[src/rtl/pattern_scan_ctrl.sv]
`timescale 1ns/1ps
// pattern_scan_ctrl: scans a serial bit stream for a 4-bit pattern and reports match count and first match position.
// Optional feature: define PATTERN_SCAN_NONOVERLAP_EN to add the nonoverlap input (non-overlapping match mode).
module pattern_scan_ctrl (
  input  logic       clock,
  input  logic       rst_n,
  input  logic       start,
  input  logic [3:0] pattern,
  input  logic [7:0] length,
`ifdef PATTERN_SCAN_NONOVERLAP_EN
  input  logic       nonoverlap,
`endif
  input  logic       bit_valid,
  input  logic       bit_in,
  output logic       bit_ready,
  output logic       busy,
  output logic       done,
  output logic       match_pulse,
  output logic [7:0] match_count,
  output logic [7:0] first_pos
);

  typedef enum logic [1:0] {IDLE, FILL, SCAN, DONE} state_e;

  state_e     state_q, state_d;
  logic [3:0] pattern_q, pattern_d;
  logic [3:0] hist_q, hist_d;
  logic [7:0] length_q, length_d;
  logic [7:0] idx_q, idx_d;
  logic [7:0] count_q, count_d;
  logic [7:0] first_q, first_d;
  logic [2:0] fill_q, fill_d;
  logic       pulse_q, pulse_d;
  logic       nonov_q;
  logic       accept;
  logic       is_match;

`ifdef PATTERN_SCAN_NONOVERLAP_EN
  logic nonov_d;

  always_ff @(posedge clock or negedge rst_n) begin
    if (!rst_n) begin
      nonov_q <= 1'b0;
    end else begin
      nonov_q <= nonov_d;
    end
  end
`else
  assign nonov_q = 1'b0;
`endif

  assign bit_ready   = (state_q == FILL) || (state_q == SCAN);
  assign busy        = (state_q != IDLE);
  assign done        = (state_q == DONE);
  assign match_pulse = pulse_q;
  assign match_count = count_q;
  assign first_pos   = first_q;
  assign accept      = bit_valid && bit_ready;

  always_ff @(posedge clock or negedge rst_n) begin
    if (!rst_n) begin
      state_q   <= IDLE;
      pattern_q <= 4'd0;
      length_q  <= 8'd0;
      hist_q    <= 4'd0;
      idx_q     <= 8'd0;
      fill_q    <= 3'd0;
      count_q   <= 8'd0;
      first_q   <= 8'd0;
      pulse_q   <= 1'b0;
    end else begin
      state_q   <= state_d;
      pattern_q <= pattern_d;
      length_q  <= length_d;
      hist_q    <= hist_d;
      idx_q     <= idx_d;
      fill_q    <= fill_d;
      count_q   <= count_d;
      first_q   <= first_d;
      pulse_q   <= pulse_d;
    end
  end

  always_comb begin
    state_d   = state_q;
    pattern_d = pattern_q;
    length_d  = length_q;
    hist_d    = hist_q;
    idx_d     = idx_q;
    fill_d    = fill_q;
    count_d   = count_q;
    first_d   = first_q;
    pulse_d   = 1'b0;
    is_match  = 1'b0;
`ifdef PATTERN_SCAN_NONOVERLAP_EN
    nonov_d   = nonov_q;
`endif

    case (state_q)
      IDLE: begin
        if (start) begin
          pattern_d = pattern;
          length_d  = length;
`ifdef PATTERN_SCAN_NONOVERLAP_EN
          nonov_d   = nonoverlap;
`endif
          hist_d    = 4'd0;
          idx_d     = 8'd0;
          fill_d    = 3'd0;
          count_d   = 8'd0;
          first_d   = 8'd0;
          state_d   = (length == 8'd0) ? DONE : FILL;
        end
      end

      FILL, SCAN: begin
        if (accept) begin
          hist_d   = {hist_q[2:0], bit_in};
          idx_d    = idx_q + 8'd1;
          fill_d   = (fill_q == 3'd4) ? 3'd4 : fill_q + 3'd1;
          is_match = (fill_d == 3'd4) && (hist_d == pattern_q);
          if (fill_d == 3'd4) begin
            state_d = SCAN;
          end
          if (is_match) begin
            pulse_d = 1'b1;
            if (count_q != 8'hFF) begin
              count_d = count_q + 8'd1;
            end
            if (first_q == 8'd0) begin
              first_d = idx_d;
            end
            // Non-overlapping mode: the next match must be built from four fresh bits.
            if (nonov_q) begin
              fill_d  = 3'd0;
              state_d = FILL;
            end
          end
          // Reaching the programmed length ends the scan regardless of match state.
          if (idx_d == length_q) begin
            state_d = DONE;
          end
        end
      end

      DONE: begin
        state_d = IDLE;
      end

      default: begin
        state_d = IDLE;
      end
    endcase
  end

endmodule
[config.mk]
export PLATFORM = sky130hd
export DESIGN_NAME = pattern_scan_ctrl
export DESIGN_NICKNAME = d
export VERILOG_FILES = /design/src/rtl/pattern_scan_ctrl.sv
export SDC_FILE = /design/constraint.sdc
export NUM_CORES = 1
export LEC_CHECK = 0
export BUFFER_PORTS_ARGS = -buffer_cell sky130_fd_sc_hd__buf_2
export CORE_UTILIZATION = 45
export DETAILED_ROUTE_END_ITERATION = 10
export PLACE_DENSITY = 0.67
export SLEW_MARGIN = 20
export SYNTH_ARGS = -nofsm -noshare
export SYNTH_HDL_FRONTEND = slang
export SYNTH_SLANG_ARGS = --single-unit
export TNS_END_PERCENT = 100
[constraint.sdc]
create_clock -name clock -period 2.6 [get_ports clock]
set_input_delay 0.26 -clock clock [delete_from_list [all_inputs] [get_ports clock]]
set_output_delay 0.26 -clock clock [all_outputs]
set_load 0.05 [all_outputs]
# After elaboration in Yosys (flattened, before gate mapping)
# Index checks and enable logic that the tools add are counted.
[totals] ff_bits=45 input_bits=17 out_inout_bits=20 elab_cells=67
[op_classes] n_addsub=3 eq_ne=14 n_mux=27 n_reduce_logical=14
[ops] operator="two-way mux 8 bit" count=8
[ops] operator="case mux 8 bit (2 select lines)" count=3
[ops] operator="adder 8 x 1 -> 8 bit (second input constant)" count=2
[ops] operator="logical NOT 8 bit" count=2
[ops] operator="two-way mux 3 bit" count=5
[ops] operator="case mux 3 bit (2 select lines)" count=2
[ops] operator="two-way mux 2 bit" count=5
[ops] operator="!= test 2 bit (second input constant)" count=5
[ops] operator="AND reduction 5 bit" count=2
[ops] operator="equality test 8 bit" count=1
[ops] operator="!= test 8 bit (second input constant)" count=1
[ops] operator="equality test 3 bit (second input constant)" count=2
[ops] operator="case mux 2 bit (3 select lines)" count=1
[ops] operator="AND reduction 3 bit" count=2
[ops] operator="equality test 2 bit (second input constant)" count=2
[ops] operator="equality test 4 bit" count=1
[ops] operator="nonzero test 2 bit" count=2
[ops] operator="adder 3 x 1 -> 3 bit (second input constant)" count=1
[ops] operator="two-way mux 1 bit" count=3
[ops] operator="!= test 3 bit (second input constant)" count=1
[ops] operator="equality test 2 x 1 -> 1 bit (second input constant)" count=1
[ops] operator="logical AND 1 bit" count=2
[ops] operator="logical NOT 2 bit" count=1
[ops] operator="AND reduction 2 bit" count=1
[ops] operator="2 further kinds" count=2

# Longest topological paths before layout
# Gate-level depths: netlist (run 1).
[depth] depth_word=7 depth_mapped=9 mapped_depth_nobuf=8

# Least setup slack after synthesis (run 1)
# OpenSTA, ideal clock, no wires.
[synth_path] kind="reg2reg" start="register state_q[0]" end="register fill_q[2]" setup_ps=119 arrival_time_ps=2261 t_required_ps=2481 setup_slack_ps=220 stages_incl_launch_ff=10 path_buffers=2 period_less_slack_ps=2380 cell_sequence="dfrtp_1 inv_1 ha_1 inv_1 clkbuf_1 o21ai_0 nor2_1 buf_2 a21oi_1 nor2_1"
[synth_via] elab_chain_len=5 elab_cells_between_ends=11 classes_between="eq/ne: 4; mux: 1; reduce/logical: 6"
[synth_rtl] element="start: declaration" line="25" text="state_e state_q, state_d;"
[synth_rtl] element="start signal: assignment" line="72" text="state_q <= state_d;"
[synth_rtl] element="equality test 2 x 1 -> 1 bit / equality test 2 bit (equally long branches)" line="52" text="assign bit_ready = (state_q == FILL) || (state_q == SCAN);"
[synth_rtl] element="logical OR 1 bit *" line="52"
[synth_rtl] element="named net bit_ready" line="15" text="output logic bit_ready,"
[synth_rtl] element="logical AND 1 bit *" line="58" text="assign accept = bit_valid && bit_ready;"
[synth_rtl] element="!= test 2 bit (no line) *"
[synth_rtl] element="AND reduction 3 bit (no line) *"
[synth_rtl] element="end signal: assignment" line="77" text="fill_q <= fill_d;"
[synth_rtl] element="end: declaration" line="32" text="logic [2:0] fill_q, fill_d;"
# Mark *: on every way through the listed nets, which the timed path passes. The rest lies on a longest branch.
# A chain may end at the register's enable or synchronous reset.

# Worst setup path in the final report (run 1)
[layout_path] start="register fill_q[0]" end="register first_q[7] (netlist: first_pos[7])"
[layout_via] elab_chain_len=6 elab_cells_between_ends=7 classes_between="add/sub: 1; eq/ne: 3; mux: 1; reduce/logical: 2"
[layout_rtl] element="adder 3 x 1 -> 3 bit / equality test 3 bit (equally long branches)" line="120" text="fill_d = (fill_q == 3'd4) ? 3'd4 : fill_q + 3'd1;"
[layout_rtl] element="two-way mux 3 bit *" line="120"
[layout_rtl] element="equality test 3 bit *" line="121" text="is_match = (fill_d == 3'd4) && (hist_d == pattern_q);"
[layout_rtl] element="logical AND 1 bit *" line="121"
[layout_rtl] element="!= test 2 bit (no line) *"
[layout_rtl] element="AND reduction 5 bit (no line) *"
[layout_rtl] element="end signal: assignment" line="79" text="first_q <= first_d;"
[layout_rtl] element="end: declaration" line="31" text="logic [7:0] first_q, first_d;"
# Every way passes the cells marked *; elsewhere a longest branch is shown, timed or not.

==> results of run 1 <==
[repair_timing]
action                    in CTS  in global routing
gates resized for setup        0                  0
hold buffers                   0                  1
hold endpoints to repair       0                  4
buffers inserted               0                  0
[final cells by class]
type / instances / area share, %
multi-input combinational: 179 / 43.3
sequential: 45 / 40.9
timing repair buffer: 42 / 8.36
tap: 70 / 3.18
clock buffer: 7 / 3.13
inverter: 8 / 1.09
[placed cells by master, fill, tap and decap left out, drive strengths merged, types with 3 or more instances in the layout]
master  Yosys  layout
a21oi      12      12
a22o        6       6
and3        6       6
buf         4      41
clkbuf      8       7
dfrtp      45      45
ha          6       6
inv         8       8
mux2       12      12
nand2      32      32
nand2b      3       3
nand3       6       6
nand3b      4       4
nand4       3       3
nor2        9       9
nor3        3       3
nor4        5       5
o21a        3       3
o21ai      18      18
o221ai      3       3
o22ai       3       3
o31ai       9       9
or3         3       3
xnor2      14      14
xor2        6       6
[state kept, by name, indices dropped and copies added, names as in the netlist]
| register | count |
|---|---|
| state_q | 2 |
| first_pos | 8 |
| fill_q | 3 |
| idx_q | 8 |
| length_q | 8 |
| hist_q | 3 |
| match_count | 8 |
| match_pulse | 1 |
| pattern_q | 4 |
[critical path, stage by stage, from the launching register on]
cell	delay, ns
dfrtp_1	0.42
ha_1	0.25
xor2_1	0.14
a22oi_1	0.14
o31ai_2	0.29
or3b_1	0.62
o31ai_1	0.31
[worst paths after layout]
check / start / to / slack (ns) / cells after the start
max: fill_q[0] / first_pos[7] / 0.33 / 6
min: pattern[3] / pattern_q[3] / 0.19 / 2
max reg2reg: fill_q[0] / first_pos[7] / 0.33 / 6
min reg2reg: first_pos[1] / first_pos[1] / 0.50 / 2
max in group asynchronous: rst_n / fill_q[1] / 1.70 / 2
min in group asynchronous: rst_n / first_pos[5] / 0.51 / 2
[logic make-up (layout without fill, tap and decap cells)]
family                   count (synthesis)  count (layout)  synth area share, %
buffers and inverters                   20              57                 3.59
AO/OA/AOI/OAI                           62              62                 17.3
adder cells (fa/ha/maj)                  6               6                 3.12
flip-flops                              45              45                 46.8
XOR/XNOR                                20              20                 7.28
AND/OR/NAND/NOR                         78              78                 15.9
multiplexers                            13              13                 6.03
[layer usage]
| metal | wire, µm | vias up |
|---|---|---|
| met5 | 0 | - |
| met4 | 42 | 0 |
| met3 | 134 | 4 |
| met2 | 2150 | 34 |
| met1 | 2370 | 884 |
| li1 | - | 959 |
[per-stage QoR]
stage	instance area, µm²	cells	worst slack, ns	hold slack [ns]	total power [mW]
2_1_floorplan	2410	244	0.220	-0.0356	2.86
3_3_place_gp	2660	343	0.403	0.488	3.29
3_5_place_dp	2660	343	0.343	0.495	3.34
4_1_cts	2740	350	0.321	0.169	3.78
5_1_grt	2750	351	0.112	0.172	4.08
6_report	2750	351	0.328	0.193	3.76
[power groups by stage]
stage	combinational [mW]	clock (mW)	sequential [mW]
final	2.17	0.429	1.16
after global routing	2.41	0.473	1.20
after CTS	2.17	0.446	1.16
after detailed placement	2.17	0	1.18
after global placement	2.12	0	1.17
after floorplan	1.54	0	1.32
==> impl_metrics.ini, run 1 <==
[min_path]
holdCritPathClass = input port to flip-flop

[route]
vias = 1881
drc_errors = 0
initialDrtViolationCount = 89
wl_per_cell_um = 13.4
first_pass_iters = 6
totalWireLength_mm = 4.70
final_antenna_net_count = 0
via_per_inst = 5.36

[synthesis]
synth_ff_type = dfrtp_1
syn_inst = 244
ys_ff_latch = 45
synth_top_area_share_pct = 46.8
ys_top_cells_by_area = dfrtp_1 47%, mux2_2 5.6%, xnor2_1 5.1%
synth_most_common_cell = dfrtp_1
yosys-top-cells-count = 45 x dfrtp_1, 32 x nand2_1, 15 x o21ai_0
yosys_warnings = 0
yosysTopAreaCell = dfrtp_1
synthArstFlopShare_pct = 100
syn_nets = 267
synth_edf_count = 0
yosysSeqAreaShare_pct = 46.8
synthDistinctLibCells = 40
syn_avg_cell_area_um2 = 9.86
syn_area_um2 = 2410

[layout]
nets = 304
n_antenna_cell = 0
multi_input_area_um2 = 1190
fin_util_pct = 53.6
area_growth_pct = 14.5
nFillCells = 488
drive_gt1_share_pct = 22.4
seqCellArea_um2 = 1130

[sta]
finalCriticalPeriod_ns = 2.27
setup_tns_ns = 0
clock-skew-final_ns = 0.00198
setup_violations = 0
final_hold_viol_count = 0
worst_pin_slew_ns = 0.662
relSlewSlack_pct = 55.4
fin_crit_sh_pct = 87.4
rsz0062_at_grt = no
slew_violations = 0
fmax_mhz = 440

[die]
die_w_um = 75.1
die-height_um = 75.1
die-area_um2 = 5640
initial_utilization_pct = 46.8
io_pins = 37
core_um2 = 5140
rows = 26

[setup_path]
cp-start-kind = flip-flop
path_class = flip-flop to flip-flop
setup.worst_path.end_class = flip-flop
crit_fanout = 16
cp.arrival_ns = 2.48
cp_data_required_time_ns = 2.80

[power_and_ir_drop]
p_int_mw = 1.97
p_sw_mw = 1.79
combPwrFrac_pct = 57.8
p_clk_share_pct = 11.4
swShare_pct = 47.7
power_leakage_nw = 1.25
seq_power_share_pct = 30.8
powerDensity_nw_per_um2 = 1370
peakVddDrop_uv = 673

[global_routing]
grt_pass1_wl_mm = 7.87
met3_usage_pct = 5.22
busiest_layer = met2
grt_antenna_before_repair = 0
use_met1_pct = 25.9
overflow = 0
grt.total_usage_pct = 18.7
grt_max_degree = 46
grtUsageMet2_pct = 28.7
first_global_vias = 1684

[outcome]
status = finished clean

[clock_tree]
clk_path_buf_depth = 2
cts_buffers = 5
cts-root-buf = clkbuf_8
clk_pin_slew_ns = 0.08
cts.sinks = 45
htreeDepth = 2
cts_tree = yes
clk-insertion-delay-late_ns = 0.29

[run]
cap_violations = 0

[placed_design]
dp_hpwl_mm = 3.36
numPortBuffers = 36
routabilityCongestion = 0.826
No activity file was read; power rests on OpenSTA's default activity.
==> run 2, diff against run 1 <==
==> constraint.sdc (replaced) <==
create_clock -name clock -period 2.6 [get_ports clock]
set_input_delay 0.39 -clock clock [delete_from_list [all_inputs] [get_ports clock]]
set_output_delay 0.39 -clock clock [all_outputs]
set_load 0.05 [all_outputs]
==> impl_metrics.ini, run 2 (synthesized netlist as in run 1, its figures left out) <==
[clock_tree]
cts_resized = 0
clk_path_buf_depth = 2
cts.sinks = 45
cts-root-buf = clkbuf_8
postCtsSetupRepairBufs = 0
cts_tree = yes
hold_buffers = 0
clk-insertion-delay-late_ns = 0.30
clk_pin_slew_ns = 0.08
htreeDepth = 2
cts_buffers = 5

[global_routing]
grt_antenna_before_repair = 0
grt.total_usage_pct = 18.9
grt_pass1_wl_mm = 7.96
first_global_vias = 1753
overflow = 0
grt_max_degree = 24

[sta]
worst_pin_slew_ns = 0.617
fin_crit_sh_pct = 87.0
setup_tns_ns = 0
setup_violations = 0
clock-skew-final_ns = 0.00625
relSlewSlack_pct = 58.4
slew_violations = 0
fmax_mhz = 442
final_hold_viol_count = 0
rsz0062_at_grt = no
finalCriticalPeriod_ns = 2.26

[setup_path]
setup.worst_path.end_class = flip-flop
cp_data_required_time_ns = 2.80
cp-start-kind = flip-flop
cp.arrival_ns = 2.47
path_class = flip-flop to flip-flop
crit_fanout = 16

[layout]
layout_common_cells = 45 x dfrtp_1, 36 x buf_2, 32 x nand2_1
n_antenna_cell = 0
area_growth_pct = 14.2
nets = 304
final_common_cell = dfrtp_1
drive_gt1_share_pct = 22.8

[route]
final_antenna_net_count = 0
drc_errors = 0
via_per_inst = 5.38
totalWireLength_mm = 4.67
wl_per_cell_um = 13.3
vias = 1890
first_pass_iters = 4
initialDrtViolationCount = 70

[run]
cap_violations = 0

[min_path]
holdCritPathClass = input port to asynchronous set/reset pin

[die]
io_pins = 37
initial_utilization_pct = 46.8
core_um2 = 5140
die_w_um = 75.1
die-area_um2 = 5640
rows = 26
die-height_um = 75.1

[power_and_ir_drop]
power_leakage_nw = 1.25
powerDensity_nw_per_um2 = 1360
peakVddDrop_uv = 645
total_power_mw = 3.75

[placed_design]
routabilityCongestion = 0.817
dp_hpwl_mm = 3.44
numPortBuffers = 36

[outcome]
status = finished clean
run 2: stage by stage:
stage	area (µm²)	cells	hold WS, ns	setup WS [ns]	util, %
final	2750	351	0.0538	0.337	53.5
after global routing	2750	351	0.0883	0.0722	53.5
after CTS	2750	351	0.0666	0.326	53.5
after detailed placement	2660	344	0.398	0.349	51.8
after global placement	2660	344	0.394	0.409	51.8
after floorplan	2410	244	0.0944	0.220	-
run 2: area by class of cell:
class                           instances  area, µm²
Timing Repair Buffer                   42        225
Fill cell                             510       2390
Clock buffer                            7       86.3
Tap cell                               70       87.6
Multi-Input combinational cell        179       1190
Inverter                                8       30.0
Sequential cell                        45       1130
run 2: critical path: stages, from the launching register on:
cell	delay (ns)
dfrtp_1	0.43
ha_1	0.26
xor2_1	0.14
a22oi_1	0.14
o31ai_2	0.29
or3b_1	0.61
o31ai_1	0.31
run 2: routing by layer:
metal	vias to the layer above	global-route usage [%]	wire length [µm]	part of all wire, %
met1	887	24.7	2240	48
met2	40	29.5	2130	46
li1	955	-	-	-
met3	8	5.22	197	4.2
met4	0	7.76	95	2.0
met5	-	0	0	0
run 2: path summary, 6_finish.rpt:
check,from,endpoint,slack (ns),depth (start not counted)
setup / recovery,fill_q[0],first_pos[5],0.34,6
hold / removal,rst_n,idx_q[6],0.05,1
setup reg to reg,fill_q[0],first_pos[5],0.34,6
hold reg to reg,first_pos[2],first_pos[2],0.51,2
max in group asynchronous,rst_n,state_q[1],1.85,2
min in group clock,pattern[3],pattern_q[3],0.32,2
run 2: power breakdown:
group	switching, mW	internal [mW]
logic	1.34	0.809
clock network	0.221	0.211
registers	0.219	0.944
==> run 3, diff against run 2 <==
- CORE_MARGIN: default -> 3
- PLACE_DENSITY: 0.67 -> 0.66
==> impl_metrics.ini, run 3 (synthesized netlist as in run 1, its figures left out) <==
[sta]
fin_crit_sh_pct = 86.5
setup_violations = 0
fmax_mhz = 445
worst_pin_slew_ns = 0.570
slew_violations = 0
relSlewSlack_pct = 62.0
final_hold_viol_count = 0
finalCriticalPeriod_ns = 2.25
setup_tns_ns = 0
rsz0062_at_grt = no
clock-skew-final_ns = 0.00507
hold_slack_ns = 0.0860

[route]
drc_errors = 0
final_antenna_net_count = 0
wl_per_cell_um = 13.6
totalWireLength_mm = 4.72
initialDrtViolationCount = 98
vias = 1883
via_per_inst = 5.41
first_pass_iters = 5

[power_and_ir_drop]
total_power_mw = 3.76
peakVddDrop_uv = 600
powerDensity_nw_per_um2 = 1370
power_leakage_nw = 1.25

[outcome]
status = finished clean

[placed_design]
routabilityCongestion = 0.811
place_inst = 341
numPortBuffers = 36
dp_hpwl_mm = 3.50

[layout]
nets = 304
layout_common_cells = 45 x dfrtp_1, 35 x buf_2, 32 x nand2_1
final_common_cell = dfrtp_1
area_growth_pct = 14.2
fin_util_pct = 55.6
multi_input_area_um2 = 1190
n_antenna_cell = 0
instances_no_fill = 348
seqCellArea_um2 = 1130
drive_gt1_share_pct = 22.8
nFillCells = 465

[die]
initial_utilization_pct = 48.7
core_um2 = 4940
io_pins = 37
die_w_um = 79.1
rows = 25
die-area_um2 = 6260
die-height_um = 79.1

[clock_tree]
cts_resized = 0
hold_buffers = 0
cts_tree = yes
htreeDepth = 2
cts-root-buf = clkbuf_8
cts_buffers = 5
clk_pin_slew_ns = 0.08
postCtsSetupRepairBufs = 0
clk_path_buf_depth = 2
clk-insertion-delay-late_ns = 0.29
cts.sinks = 45

[global_routing]
first_global_vias = 1746
grt_antenna_before_repair = 0
grt_max_degree = 46
overflow = 0
grt_pass1_wl_mm = 8.36
grt.total_usage_pct = 16.7

[setup_path]
cp_data_required_time_ns = 2.80
r2r_start = fill_q[0]
path_class = flip-flop to flip-flop
cp-start-kind = flip-flop
crit_fanout = 16
setup.worst_path.end_class = flip-flop
cp-startpoint = fill_q[0]
cp.arrival_ns = 2.45

[run]
cap_violations = 0

[min_path]
holdCritPathClass = input port to asynchronous set/reset pin
## run 3: layer usage
layer / up-vias / routed length, µm / track usage [%]
met5: - / 0 / 0
met4: 0 / 14 / 4.12
met3: 2 / 241 / 3.85
met2: 49 / 2100 / 25.2
met1: 877 / 2370 / 24.4
li1: 955 / - / -
## run 3: report_power, final
group | internal (mW) | switching, mW | total, mW
Combinational | 0.824 | 1.35 | 2.17
Sequential | 0.944 | 0.220 | 1.16
Clock | 0.211 | 0.220 | 0.431
Total | 1.98 | 1.79 | 3.76
## run 3: final timing paths
| path | to | depth (start not counted) | slack [ns] |
|---|---|---|---|
| min in group clock | pattern_q[3] | 2 | 0.33 |
| min reg2reg | first_pos[7] | 2 | 0.51 |
| max in group asynchronous | first_pos[6] | 1 | 2.12 |
| min | pattern_q[2] | 1 | 0.09 |
| max reg2reg | first_pos[4] | 6 | 0.35 |
| max | first_pos[4] | 6 | 0.35 |
## run 3: critical path, stage by stage (launching register included)
cell	delay, ns
dfrtp_1	0.42
ha_1	0.25
xor2_1	0.14
a22oi_1	0.13
o31ai_2	0.29
or3b_1	0.61
o31ai_1	0.31
## run 3: through the flow
step           setup slack (ns)  instance area (µm²)
3_5_place_dp              0.354                 2660
2_1_floorplan             0.220                 2410
4_1_cts                   0.327                 2750
5_1_grt                  0.0901                 2750
3_3_place_gp              0.401                 2660
6_report                  0.352                 2750
## run 3: final cells by class
| class | instances | share of cell area [%] |
|---|---|---|
| Clock buffer | 7 | 3.14 |
| Inverter | 8 | 1.09 |
| Timing Repair Buffer | 42 | 8.29 |
| Sequential cell | 45 | 41.0 |
| Multi-Input combinational cell | 179 | 43.4 |
| Tap cell | 67 | 3.05 |
